===== src/rtl/digest_serializer.sv =====
// Serializes a hash-core digest into BUS_WIDTH words, least-significant word first,
// over a valid/ready handshake. A digest arriving mid-transfer is dropped and flagged.
module digest_serializer #(
    parameter int DIGEST_WIDTH = 88,
    parameter int BUS_WIDTH    = 64
) (
    input  logic                    clk,
    input  logic                    reset,
    input  logic                    digest_valid,
    input  logic [DIGEST_WIDTH-1:0] digest,
    output logic [BUS_WIDTH-1:0]    dout,
    output logic                    dout_valid,
    output logic                    dout_last,
    input  logic                    dout_ready,
    output logic                    busy,
    output logic                    overflow,
    output logic [7:0]              digest_count
);

    localparam int NWORDS = (DIGEST_WIDTH + BUS_WIDTH - 1) / BUS_WIDTH;
    localparam int EXT_W  = NWORDS * BUS_WIDTH;
    localparam int IDXW   = (NWORDS > 1) ? $clog2(NWORDS) : 1;
    localparam logic [IDXW-1:0] LAST_IDX = IDXW'(NWORDS - 1);
    localparam logic            ONE_WORD = (NWORDS == 1);

    localparam logic [0:0] S_IDLE = 1'b0;
    localparam logic [0:0] S_SEND = 1'b1;

    logic [0:0]           r_state;
    logic [EXT_W-1:0]     r_buf;
    logic [IDXW-1:0]      r_idx;
    logic [BUS_WIDTH-1:0] r_dout;
    logic                 r_dout_valid;
    logic                 r_dout_last;
    logic                 r_overflow;
    logic [7:0]           r_count;

    logic [EXT_W-1:0]     w_ext;
    logic [BUS_WIDTH-1:0] w_words [NWORDS];
    logic [IDXW-1:0]      w_next_idx;
    logic                 w_xfer;
    logic                 w_is_last;
    logic                 w_done;
    logic                 w_capture;

    always_comb begin
        w_ext                   = '0;
        w_ext[DIGEST_WIDTH-1:0] = digest;
    end

    genvar gi;
    generate
        for (gi = 0; gi < NWORDS; gi++) begin : g_words
            assign w_words[gi] = r_buf[gi*BUS_WIDTH +: BUS_WIDTH];
        end
    endgenerate

    // dout_valid is high exactly while in SEND, so it doubles as the state qualifier.
    assign w_xfer     = r_dout_valid & dout_ready;
    assign w_is_last  = (r_idx == LAST_IDX);
    assign w_done     = w_xfer & w_is_last;
    assign w_next_idx = r_idx + 1'b1;
    assign w_capture  = digest_valid & ((r_state == S_IDLE) | w_done);

    always_ff @(posedge clk or posedge reset) begin
        if (reset) begin
            r_state      <= S_IDLE;
            r_buf        <= '0;
            r_idx        <= '0;
            r_dout       <= '0;
            r_dout_valid <= 1'b0;
            r_dout_last  <= 1'b0;
            r_overflow   <= 1'b0;
            r_count      <= '0;
        end else begin
            if (w_capture) begin
                r_state      <= S_SEND;
                r_buf        <= w_ext;
                r_idx        <= '0;
                r_dout       <= w_ext[BUS_WIDTH-1:0];
                r_dout_valid <= 1'b1;
                r_dout_last  <= ONE_WORD;
            end else if (w_done) begin
                r_state      <= S_IDLE;
                r_dout       <= '0;
                r_dout_valid <= 1'b0;
                r_dout_last  <= 1'b0;
            end else if (w_xfer) begin
                r_idx        <= w_next_idx;
                r_dout       <= w_words[w_next_idx];
                r_dout_last  <= (w_next_idx == LAST_IDX);
            end

            if (w_done) begin
                r_count <= r_count + 8'd1;
            end

            // A digest can only be taken in SEND on the cycle the last word leaves.
            if (digest_valid && (r_state == S_SEND) && !w_done) begin
                r_overflow <= 1'b1;
            end
        end
    end

    assign dout         = r_dout;
    assign dout_valid   = r_dout_valid;
    assign dout_last    = r_dout_last;
    assign busy         = r_state[0];
    assign overflow     = r_overflow;
    assign digest_count = r_count;

endmodule


===== config.mk =====
export PLATFORM = sky130hd
export DESIGN_NAME = digest_serializer
export DESIGN_NICKNAME = d
export VERILOG_FILES = /design/src/rtl/digest_serializer.sv
export SDC_FILE = /design/constraint.sdc
export NUM_CORES = 1
export LEC_CHECK = 0
export BUFFER_PORTS_ARGS = -buffer_cell sky130_fd_sc_hd__buf_2
export CAP_MARGIN = 20
export CELL_PAD_IN_SITES_DETAIL_PLACEMENT = 1
export CELL_PAD_IN_SITES_GLOBAL_PLACEMENT = 2
export CORE_ASPECT_RATIO = 0.5
export CORE_MARGIN = 2
export CORE_UTILIZATION = 31
export DETAILED_ROUTE_END_ITERATION = 7
export HOLD_SLACK_MARGIN = 0.12
export PLACE_DENSITY = 0.9
export SLEW_MARGIN = 10
export SYNTH_ARGS = -nofsm -noshare
export SYNTH_HDL_FRONTEND = slang
export SYNTH_SLANG_ARGS = --single-unit

===== constraint.sdc =====
create_clock -name clk -period 5.76 [get_ports clk]
set_clock_uncertainty 0.15 [all_clocks]
set_input_delay 0.864 -clock clk [delete_from_list [all_inputs] [get_ports clk]]
set_output_delay 0.864 -clock clk [all_outputs]
set_load 0.005 [all_outputs]

==> results.md, run 1 <==
- Result of the run: finished, violations left
- Failing checks: design-rule violations
- Placed cell count: 634
- Netlist area before placement: 4128 µm²
- Yosys warnings: 0
- Violation count after the first detailed-route iteration: 174
- Initial cell density of the core: 0.3214
- Total Die Area: 14,310 µm²
- Remaining antenna violation count: 0
- Clock tree sinks: 100
- Postcts setup bufs: 0
- Number of ports placed on the die boundary: 168
- Count of flip-flops with a built-in enable after synthesis: 0
- First-pass GRT wire length: 18.95 mm
- Syn Inst Count: 329
- Delay contributed by the slowest stage of the critical path: 0.93 ns
- Worst Setup End Kind: flip-flop
- Most frequently used cell type in the post-synthesis netlist: sky130_fd_sc_hd__dfrtp_1
- Top cell type's share of synthesized area: 0.6062
- Final clock period utilization by the worst path: 0.6004
- Worst setup path class: input pin to flip-flop
- Unique cell type count in the Yosys netlist: 27
- Synth async-reset ratio: 1.000
- Number of buffers added to fix hold violations after cts: 0
- Via count of the first global-routing pass: 3,575
- Mapped Nets: 422
- Largest area contributor in the synthesized netlist: sky130_fd_sc_hd__dfrtp_1
- Die span in x: 167.2 µm
- H-tree depth: 3
- Slowest cell on the critical path: sky130_fd_sc_hd__and2_4
- Clock tree from TritonCTS: done
- Core outline area: 12,840 µm²
- Minimum period implied by the final worst setup slack: 3.458 ns
- Resized Gates After CTS: 0
- Top Family by Delay on Critical Path: simple AND/OR/NAND/NOR gates
- Pin count of the biggest net entering global routing: 91
- Type of the most critical hold path: flip-flop to flip-flop
- Via density per instance: 4.983
- FP Rows: 29
- Detailed-router iteration count before antenna repair: 6
- Max-Cap Viols: 0
- Die Y: 85.60 µm
- Via count: 3,239
- Met3 Track Usage GR: 0.03553
- Worst path bufs/invs: 1
- Setup-violating endpoint count in the final report: 0
- Area added between synthesis and finish: 30.49%
- Initial antenna violation count: 0
- Number of buffers on the longest clock path: 2
- Fraction of final layout cells sized beyond drive strength 1: 0.4500
- Grt peak-use layer: met2
- Detail-routed net length per standard cell: 17.87 µm
- Final count of hold timing violations: 0
- RSZ-0062 raised after global routing: false
- Count of nets after finishing: 568
- Dominant register cell in the synthesized netlist: sky130_fd_sc_hd__dfrtp_1
- Number of buffer cells added on primary ports: 167
- Aggregate global-route resource usage: 0.1663
- Hpwl dp: 7.822 mm
- Critical path peak fanout: 90
- Critical Path, Cell by Cell: buf_2 -> a21bo_1 -> and2_4 -> mux2_2
- Placer's final routability congestion estimate: 0.7326
- Post-Synthesis Mean Instance Area: 12.55 µm²
- Required time of the critical path: 5.84 ns
- Synth area leaders: sky130_fd_sc_hd__dfrtp_1 (61%), sky130_fd_sc_hd__a22o_1 (8.5%), sky130_fd_sc_hd__mux2_2 (6.8%), sky130_fd_sc_hd__and4b_1 (5.8%), sky130_fd_sc_hd__a21oi_1 (3.2%)
- Synthesized flop and latch total: 100
- Diode count: 0
- Commonest cells in the synthesized netlist: sky130_fd_sc_hd__dfrtp_1 (100), sky130_fd_sc_hd__a22o_1 (40), sky130_fd_sc_hd__a21oi_1 (26)
- Max Freq: 289.2 MHz
- Kind of launch point of the worst setup path: input pin
- GR Util met1: 0.2031
- Final Total Pwr: 2.111 mW
- Final max-slew violation count: 0
- Filler cells: 1,480
- Insertion delay to the later sink of the worst-skew pair: 0.34 ns
- GR Overflow Total: 0
- Inserted Clock Buffers: 9
- IR Drop Worst-Case VDD: 0.1640 mV
- Arrival time at the worst endpoint: 3.54 ns
- Least-Margin Pin Slew: 1.008 ns
- Met2 Resource Use GR: 0.2988
- Cell area power density: 392.0 nW/µm²
- Post-route setup TNS: 0 ns
- Detailed Route WL: 11.62 mm
- Clock-pin slew reported for the worst setup and hold paths after clock tree synthesis: 0.07 ns
- Cell chosen for the clock root: sky130_fd_sc_hd__clkbuf_16
- Layout Cells excl Fill: 650
- Number of design rule violations left after detail routing: 6
- Seq/Total Area, Yosys: 0.6062
- Static Leakage: 2.746 nW
- Worst relative slew slack: 0.3283
[logic make-up (layout without fill, tap and decap cells)]
logic type | Yosys count | after routing | share of synthesized area
muxes | 26 | 26 | 0.07063
xor gates and xnor gates | 7 | 7 | 0.01485
and+or+nand+nor | 67 | 67 | 0.1091
buffers and inverters | 36 | 187 | 0.04607
adders and majority gates | 1 | 1 | 0.003031
AOI/OAI and AO/OA | 92 | 92 | 0.1500
DFF | 100 | 100 | 0.6062
[metal layers]
layer,part of all wire,wire length (µm)
met5,0,0
met4,0.015,174
met3,0.039,453
met2,0.52,6003
met1,0.43,4985
[area by class of cell]
class,count,area (µm²),share of cell area
Clock inverter,4,70.07,0.01301
Multi-Input combinational cell,193,1450,0.2692
Clock buffer,12,266.5,0.04948
Sequential cell,100,2502,0.4646
Tap cell,170,212.7,0.03949
Inverter,1,6.256,0.001161
Timing Repair Buffer,170,878.3,0.1631
[path summary, 6_finish.rpt]
path | end | cells past startpoint | slack [ns] | from
worst max-delay path | r_buf[66]$_DFFE_PP0P_ | 4 | 2.30 | dout_ready
worst min-delay path | digest_count[7]$_DFFE_PP0P_ | 1 | 0.31 | digest_count[7]$_DFFE_PP0P_
worst max register to register | r_buf[66]$_DFFE_PP0P_ | 3 | 2.32 | r_idx$_DFFE_PP0P_
worst min register to register | digest_count[7]$_DFFE_PP0P_ | 1 | 0.31 | digest_count[7]$_DFFE_PP0P_
max in group asynchronous | r_idx$_DFFE_PP0P_ | 3 | 3.88 | reset
min in group asynchronous | dout[38]$_DFFE_PP0P_ | 2 | 0.41 | reset
[metrics by stage]
step | setup slack [ns] | hold slack [ns] | cell area, µm² | util
3_5_place_dp | 1.990 | 0.3054 | 5050 | 0.3931
2_1_floorplan | 2.127 | 0.3147 | 4128 | -
6_report | 2.302 | 0.3123 | 5386 | 0.4193
5_1_grt | 2.135 | 0.3605 | 5386 | 0.4193
4_1_cts | 2.363 | 0.3173 | 5386 | 0.4193
3_3_place_gp | 2.023 | 0.3034 | 5022 | 0.3910
[state kept, by name (all words and copies together) (netlist names)]
register,flops
overflow,1
dout_valid,1
digest_count,8
dout,64
dout_last,1
r_idx,1
r_buf,24
[power breakdown]
part	internal, mW	leakage, nW	switching [mW]
Clock	0.415	0.169	0.256
Sequential	0.864	1.26	0.111
Combinational	0.242	1.32	0.223
[placed cells by master, fill, tap and decap left out]
master                      netlist  layout
sky130_fd_sc_hd__clkbuf_16        0       9
sky130_fd_sc_hd__buf_2            5     167
sky130_fd_sc_hd__inv_4            0       1
sky130_fd_sc_hd__ha_1             1       1
sky130_fd_sc_hd__and2_4           0       1
sky130_fd_sc_hd__bufinv_16        0       2
sky130_fd_sc_hd__a21bo_1          1       1
sky130_fd_sc_hd__nand4_1          3       3
sky130_fd_sc_hd__nand2b_1         1       1
sky130_fd_sc_hd__xor2_1           5       5
sky130_fd_sc_hd__a21oi_1         26      26
sky130_fd_sc_hd__and4b_1         24      24
sky130_fd_sc_hd__or2_2            1       1
sky130_fd_sc_hd__nor3_1           2       2
sky130_fd_sc_hd__buf_4            1       2
sky130_fd_sc_hd__mux2_2          25      25
sky130_fd_sc_hd__clkbuf_8         0       3
sky130_fd_sc_hd__xnor2_1          2       2
sky130_fd_sc_hd__o21ai_0         20      20
sky130_fd_sc_hd__mux2i_4          0       1
sky130_fd_sc_hd__nand3_1         25      25
sky130_fd_sc_hd__buf_16           0       1
sky130_fd_sc_hd__o21ai_1          4       4
sky130_fd_sc_hd__dfrtp_1        100     100
sky130_fd_sc_hd__a31o_2           1       1
sky130_fd_sc_hd__nand2_1          6       6
sky130_fd_sc_hd__clkinv_2         0       2
sky130_fd_sc_hd__nor2_1           4       4
sky130_fd_sc_hd__a22o_1          40      40
No activity file was read; power rests on OpenSTA's default activity.
==> run 2, diff against run 1 <==
--- a/config.mk
+++ b/config.mk
@@ -11,10 +11,10 @@
 export CELL_PAD_IN_SITES_GLOBAL_PLACEMENT = 2
 export CORE_ASPECT_RATIO = 0.5
 export CORE_MARGIN = 2
-export CORE_UTILIZATION = 31
+export CORE_UTILIZATION = 26
 export DETAILED_ROUTE_END_ITERATION = 7
 export HOLD_SLACK_MARGIN = 0.12
-export PLACE_DENSITY = 0.9
+export PLACE_DENSITY = 0.81
 export SLEW_MARGIN = 10
 export SYNTH_ARGS = -nofsm -noshare
 export SYNTH_HDL_FRONTEND = slang
==> constraint.sdc (replaced) <==
create_clock -name clk -period 3.1 [get_ports clk]
set_clock_uncertainty 0.15 [all_clocks]
set_input_delay 0.465 -clock clk [delete_from_list [all_inputs] [get_ports clk]]
set_output_delay 0.465 -clock clk [all_outputs]
set_load 0.005 [all_outputs]
==> run 2 against run 1 <==
Net effect:
- the flow now finishes without violations
- worst hold slack got worse by 0.18 ns
- largest power group unchanged
- final cell count rose by 6.3%
- combinational power rose by 89%
- critical endpoint is now dout[48]$_DFFE_PP0P_
==> results.md, run 2 (synthesis results as in run 1) <==
- Number of design rule violations left after detail routing: 0
- Max-Cap Viols: 0
- Core outline area: 15,450 µm²
- Arrival time at the worst endpoint: 2.33 ns
- Finished Core Util: 0.3531
- Least-Margin Pin Slew: 0.6800 ns
- Filler cells: 1,738
- Clock tree from TritonCTS: done
- Setup-violating endpoint count in the final report: 0
- Most frequent standard cell in the layout excluding fill and tap cells: sky130_fd_sc_hd__buf_2
- Final max-slew violation count: 0
- Max reg flops: 64
- Pin count of the biggest net entering global routing: 101
- Required time of the critical path: 3.21 ns
- Highest-count cells in the layout ignoring fill and taps: sky130_fd_sc_hd__buf_2 (167), sky130_fd_sc_hd__dfrtp_1 (100), sky130_fd_sc_hd__a22o_1 (40), sky130_fd_sc_hd__a21oi_1 (26)
- Worst Setup End Kind: flip-flop
- GR Overflow Total: 0
- PnR worst setup slack: 0.8813 ns
- IR Drop Worst-Case VDD: 0.2420 mV
- Max Freq: 450.7 MHz
- Final count of hold timing violations: 0
- Total Die Area: 16,960 µm²
- Fraction of final layout cells sized beyond drive strength 1: 0.4538
- Top Family by Delay on Critical Path: flip-flops
- Kind of launch point of the worst setup path: flip-flop
- Final clock period utilization by the worst path: 0.7157
- Cell area power density: 712.3 nW/µm²
- Layout Cells excl Fill: 691
- Hpwl dp: 7.891 mm
- Placer's final routability congestion estimate: 0.7232
- Detail-routed net length per standard cell: 16.91 µm
- Area added between synthesis and finish: 32.22%
- Clock-pin slew reported for the worst setup and hold paths after clock tree synthesis: 0.07 ns
- Result of the run: finished clean
- Worst path bufs/invs: 1
- Die Y: 93.10 µm
- Dpl ws: 0.8574 ns
- Via count: 3,254
- Detailed-router iteration count before antenna repair: 6
- Delay contributed by the slowest stage of the critical path: 0.58 ns
- Via count of the first global-routing pass: 3,376
- Placed cell count: 675
- Clock tree sinks: 100
- Number of buffer cells added on primary ports: 167
- Number of buffers on the longest clock path: 2
- Violation count after the first detailed-route iteration: 144
- Minimum period implied by the final worst setup slack: 2.219 ns
- Diode count: 0
- Via density per instance: 4.709
- Number of buffers added to fix hold violations after cts: 0
- FP Rows: 32
- Remaining antenna violation count: 0
- Type of the most critical hold path: input pin to asynchronous set/reset pin
- Post-route setup TNS: 0 ns
- Inserted Clock Buffers: 9
- Static Leakage: 2.757 nW
- Critical Path, Cell by Cell: a21bo_1 -> and2_4 -> buf_4 -> a22o_1
- Worst hold margin: 0.1366 ns
- Initial cell density of the core: 0.2671
- H-tree depth: 3
- Post-route cell area: 5458 µm²
- Die span in x: 182.2 µm
- Worst relative slew slack: 0.5456
- Critical path peak fanout: 49
- Detailed Route WL: 11.69 mm
- Slowest cell on the critical path: sky130_fd_sc_hd__dfrtp_1
- Initial antenna violation count: 0
- Number of ports placed on the die boundary: 168
- RSZ-0062 raised after global routing: false
- Count of nets after finishing: 575
- Cell chosen for the clock root: sky130_fd_sc_hd__clkbuf_16
- Post-DP Area: 5139 µm²
- Insertion delay to the later sink of the worst-skew pair: 0.33 ns
- Final Total Pwr: 3.888 mW
- Resized Gates After CTS: 0
- Aggregate global-route resource usage: 0.1404
- Worst setup path class: flip-flop to flip-flop
- Postcts setup bufs: 0
- First-pass GRT wire length: 18.55 mm
[run 2: cell types whose count changed in the layout (fill, tap and decap cells not counted), sizes merged]
cell      before  now
inv            1    0
clkinv         2    1
buf          170  177
clkinvlp       0    2
[run 2: area by class of cell]
class                   instances  area (µm²)  share of cell area
well taps                     204       255.2             0.04677
repair buffers                177       923.4              0.1692
flip-flops and latches        100        2502              0.4585
clock buffers                  12       246.5             0.04516
multi-input cells             193        1450              0.2657
inverters                       1       7.507            0.001376
clock inverters                 4       72.57             0.01330
[run 2: layer usage]
metal  global-route usage  share of wire  routed length, µm
met1               0.1763           0.44               5176
met2               0.2468           0.51               5956
met3              0.03505          0.044                509
met4              0.03024         0.0038                 44
met5                    0              0                  0
[run 2: path summary, 6_finish.rpt]
| path | slack [ns] | end | depth (start not counted) | startpoint |
|---|---|---|---|---|
| max | 0.88 | dout[48]$_DFFE_PP0P_ | 4 | dout_valid$_DFFE_PP0P_ |
| max reg2reg | 0.88 | dout[48]$_DFFE_PP0P_ | 4 | dout_valid$_DFFE_PP0P_ |
| max in group asynchronous | 2.26 | r_idx$_DFFE_PP0P_ | 3 | reset |
| min | 0.14 | dout[43]$_DFFE_PP0P_ | 3 | reset |
| min reg2reg | 0.31 | digest_count[7]$_DFFE_PP0P_ | 1 | digest_count[7]$_DFFE_PP0P_ |
| min in group clk | 0.20 | dout[49]$_DFFE_PP0P_ | 2 | digest[49] |
[run 2: worst min-delay path, stage by stage]
cell,delay [ns]
sky130_fd_sc_hd__buf_2,0.11
sky130_fd_sc_hd__clkinvlp_4,0.07
sky130_fd_sc_hd__buf_12,0.42
[run 2: report_power, final]
part           switching [mW]  internal [mW]  total (mW)
clock network           0.485          0.730        1.21
logic                   0.422          0.458       0.880
registers               0.188           1.60        1.79
total                    1.10           2.79        3.89
==> run 3, diff against run 2 <==
==> constraint.sdc (replaced) <==
create_clock -name clk -period 1.88 [get_ports clk]
set_clock_uncertainty 0.15 [all_clocks]
set_input_delay 0.282 -clock clk [delete_from_list [all_inputs] [get_ports clk]]
set_output_delay 0.282 -clock clk [all_outputs]
set_load 0.005 [all_outputs]
==> run 3 against run 2 <==
Net effect:
- count of clock-buffer cells in the layout decreased by 3
- non-clock buffer count rose by 92
- combinational power is 90% higher
- routed wire length grew 16%
- first-iteration DRC count decreased by 13%
- clock power increased by 53%
- sequential share of layout area fell by 6.7 points
- cell area rose by 17%
- worst hold slack better by 0.18 ns
==> results.md, run 3 (synthesis results as in run 1) <==
- Count of nets after finishing: 667
- Hpwl dp: 7.905 mm
- Insertion delay to the later sink of the worst-skew pair: 0.34 ns
- Clock-pin slew reported for the worst setup and hold paths after clock tree synthesis: 0.07 ns
- Clock tree sinks: 100
- Filler cells: 1,707
- Dpl ws: 0.1961 ns
- Required time of the critical path: 1.96 ns
- Cell area power density: 1015 nW/µm²
- Max Freq: 554.8 MHz
- RSZ-0062 raised after global routing: false
- Met2 Resource Use GR: 0.2990
- FP Rows: 32
- Cell chosen for the clock root: sky130_fd_sc_hd__clkbuf_16
- Max-Cap Viols: 0
- Initial antenna violation count: 0
- Number of buffer cells added on primary ports: 167
- Die span in x: 182.2 µm
- Core outline area: 15,450 µm²
- Final max-slew violation count: 0
- Number of buffers added to fix hold violations after cts: 90
- FF-to-FF Start: dout_valid$_DFFE_PP0P_
- Resized Gates After CTS: 0
- GR Util met1: 0.1904
- Final clock period utilization by the worst path: 0.9588
- Critical path peak fanout: 27
- PnR worst setup slack: 0.07746 ns
- Post-route setup TNS: 0 ns
- Detailed Route WL: 13.60 mm
- Most frequent standard cell in the layout excluding fill and tap cells: sky130_fd_sc_hd__buf_2
- Area added between synthesis and finish: 54.65%
- Worst Setup End Kind: flip-flop
- Kind of launch point of the worst setup path: input pin
- Aggregate global-route resource usage: 0.1643
- Diode count: 0
- Postcts setup bufs: 0
- Fraction of final layout cells sized beyond drive strength 1: 0.3886
- Remaining antenna violation count: 0
- Minimum period implied by the final worst setup slack: 1.803 ns
- Highest-count cells in the layout ignoring fill and taps: sky130_fd_sc_hd__buf_2 (167), sky130_fd_sc_hd__dfrtp_1 (100), sky130_fd_sc_hd__dlygate4sd3_1 (90), sky130_fd_sc_hd__a22o_1 (40), sky130_fd_sc_hd__a21oi_1 (26)
- Via count: 3,681
- Final count of hold timing violations: 0
- Result of the run: finished clean
- Arrival time at the worst endpoint: 1.88 ns
- Pin count of the biggest net entering global routing: 101
- Clock tree from TritonCTS: done
- IR Drop Worst-Case VDD: 0.3834 mV
- Static Leakage: 3.147 nW
- Max reg flops: 64
- Via density per instance: 4.701
- Startpoint of the most critical setup path: digest_valid
- Setup-violating endpoint count in the final report: 0
- Via count of the first global-routing pass: 4,122
- Type of the most critical hold path: flip-flop to flip-flop
- Met3 Track Usage GR: 0.04556
- Number of buffers on the longest clock path: 2
- Total Die Area: 16,960 µm²
- Least-Margin Pin Slew: 0.5428 ns
- Grt peak-use layer: met2
- First-pass GRT wire length: 21.77 mm
- Detailed-router iteration count before antenna repair: 4
- Origin of the worst min-delay path: digest_count[7]$_DFFE_PP0P_
- Violation count after the first detailed-route iteration: 125
- Number of design rule violations left after detail routing: 0
- Initial cell density of the core: 0.2671
- Finished Core Util: 0.4131
- Worst relative slew slack: 0.6382
- GR Overflow Total: 0
- Placer's final routability congestion estimate: 0.7347
- H-tree depth: 3
- Die Y: 93.10 µm
- Worst setup path class: input pin to flip-flop
- Inserted Clock Buffers: 9
- Detail-routed net length per standard cell: 17.37 µm
- Number of ports placed on the die boundary: 168
[run 3: changes by cell type in the layout (fill, tap and decap cells not counted), sizes merged]
cell         change
inv              +1
clkinv           +3
bufinv           -1
buf              +2
clkbuf           -3
dlygate4sd3     +90
[run 3: per-stage QoR]
| stage | std cells | cell area (µm²) | hold slack (ns) | total power [mW] |
|---|---|---|---|---|
| 2_1_floorplan | 329 | 4131 | 0.2717 | 3.784 |
| 3_3_place_gp | 677 | 5191 | 0.2995 | 4.458 |
| 3_5_place_dp | 677 | 5191 | 0.3107 | 4.523 |
| 4_1_cts | 783 | 6384 | 0.3216 | 6.556 |
| 5_1_grt | 783 | 6384 | 0.3436 | 6.864 |
| 6_report | 783 | 6384 | 0.3170 | 6.477 |
[run 3: path summary, 6_finish.rpt]
check | to | slack (ns) | cells after the start
max | r_buf[87]$_DFFE_PP0P_ | 0.08 | 5
min | digest_count[7]$_DFFE_PP0P_ | 0.32 | 1
max reg2reg | r_buf[87]$_DFFE_PP0P_ | 0.19 | 4
min reg2reg | digest_count[7]$_DFFE_PP0P_ | 0.32 | 1
max in group asynchronous | dout[24]$_DFFE_PP0P_ | 0.66 | 4
min in group asynchronous | dout[63]$_DFFE_PP0P_ | 0.51 | 4
[run 3: per-layer routing]
layer	vias up	wire, µm
met5	-	0
met4	0	214
met3	19	595
met2	93	7031
met1	1872	5759
li1	1697	-
[run 3: area by class of cell]
class	instances	area (µm²)	share of cell area
clock inverter	7	66.31	0.01039
tap	204	255.2	0.03998
sequential	100	2502	0.3920
timing repair buffer	269	1877	0.2940
multi-input combinational	193	1450	0.2272
inverter	1	7.507	0.001176
clock buffer	9	225.2	0.03528
[run 3: critical path, cell delays in order]
cell                            delay (ns)
sky130_fd_sc_hd__dlygate4sd3_1        0.54
sky130_fd_sc_hd__buf_2                0.19
sky130_fd_sc_hd__and2_4               0.30
sky130_fd_sc_hd__buf_12               0.21
sky130_fd_sc_hd__mux2_2               0.35
[run 3: report_power, final]
| part | switching, mW | internal, mW |
|---|---|---|
| Clock | 0.818 | 1.03 |
| Sequential | 0.316 | 2.65 |
| Combinational | 0.766 | 0.903 |
| Total | 1.90 | 4.58 |
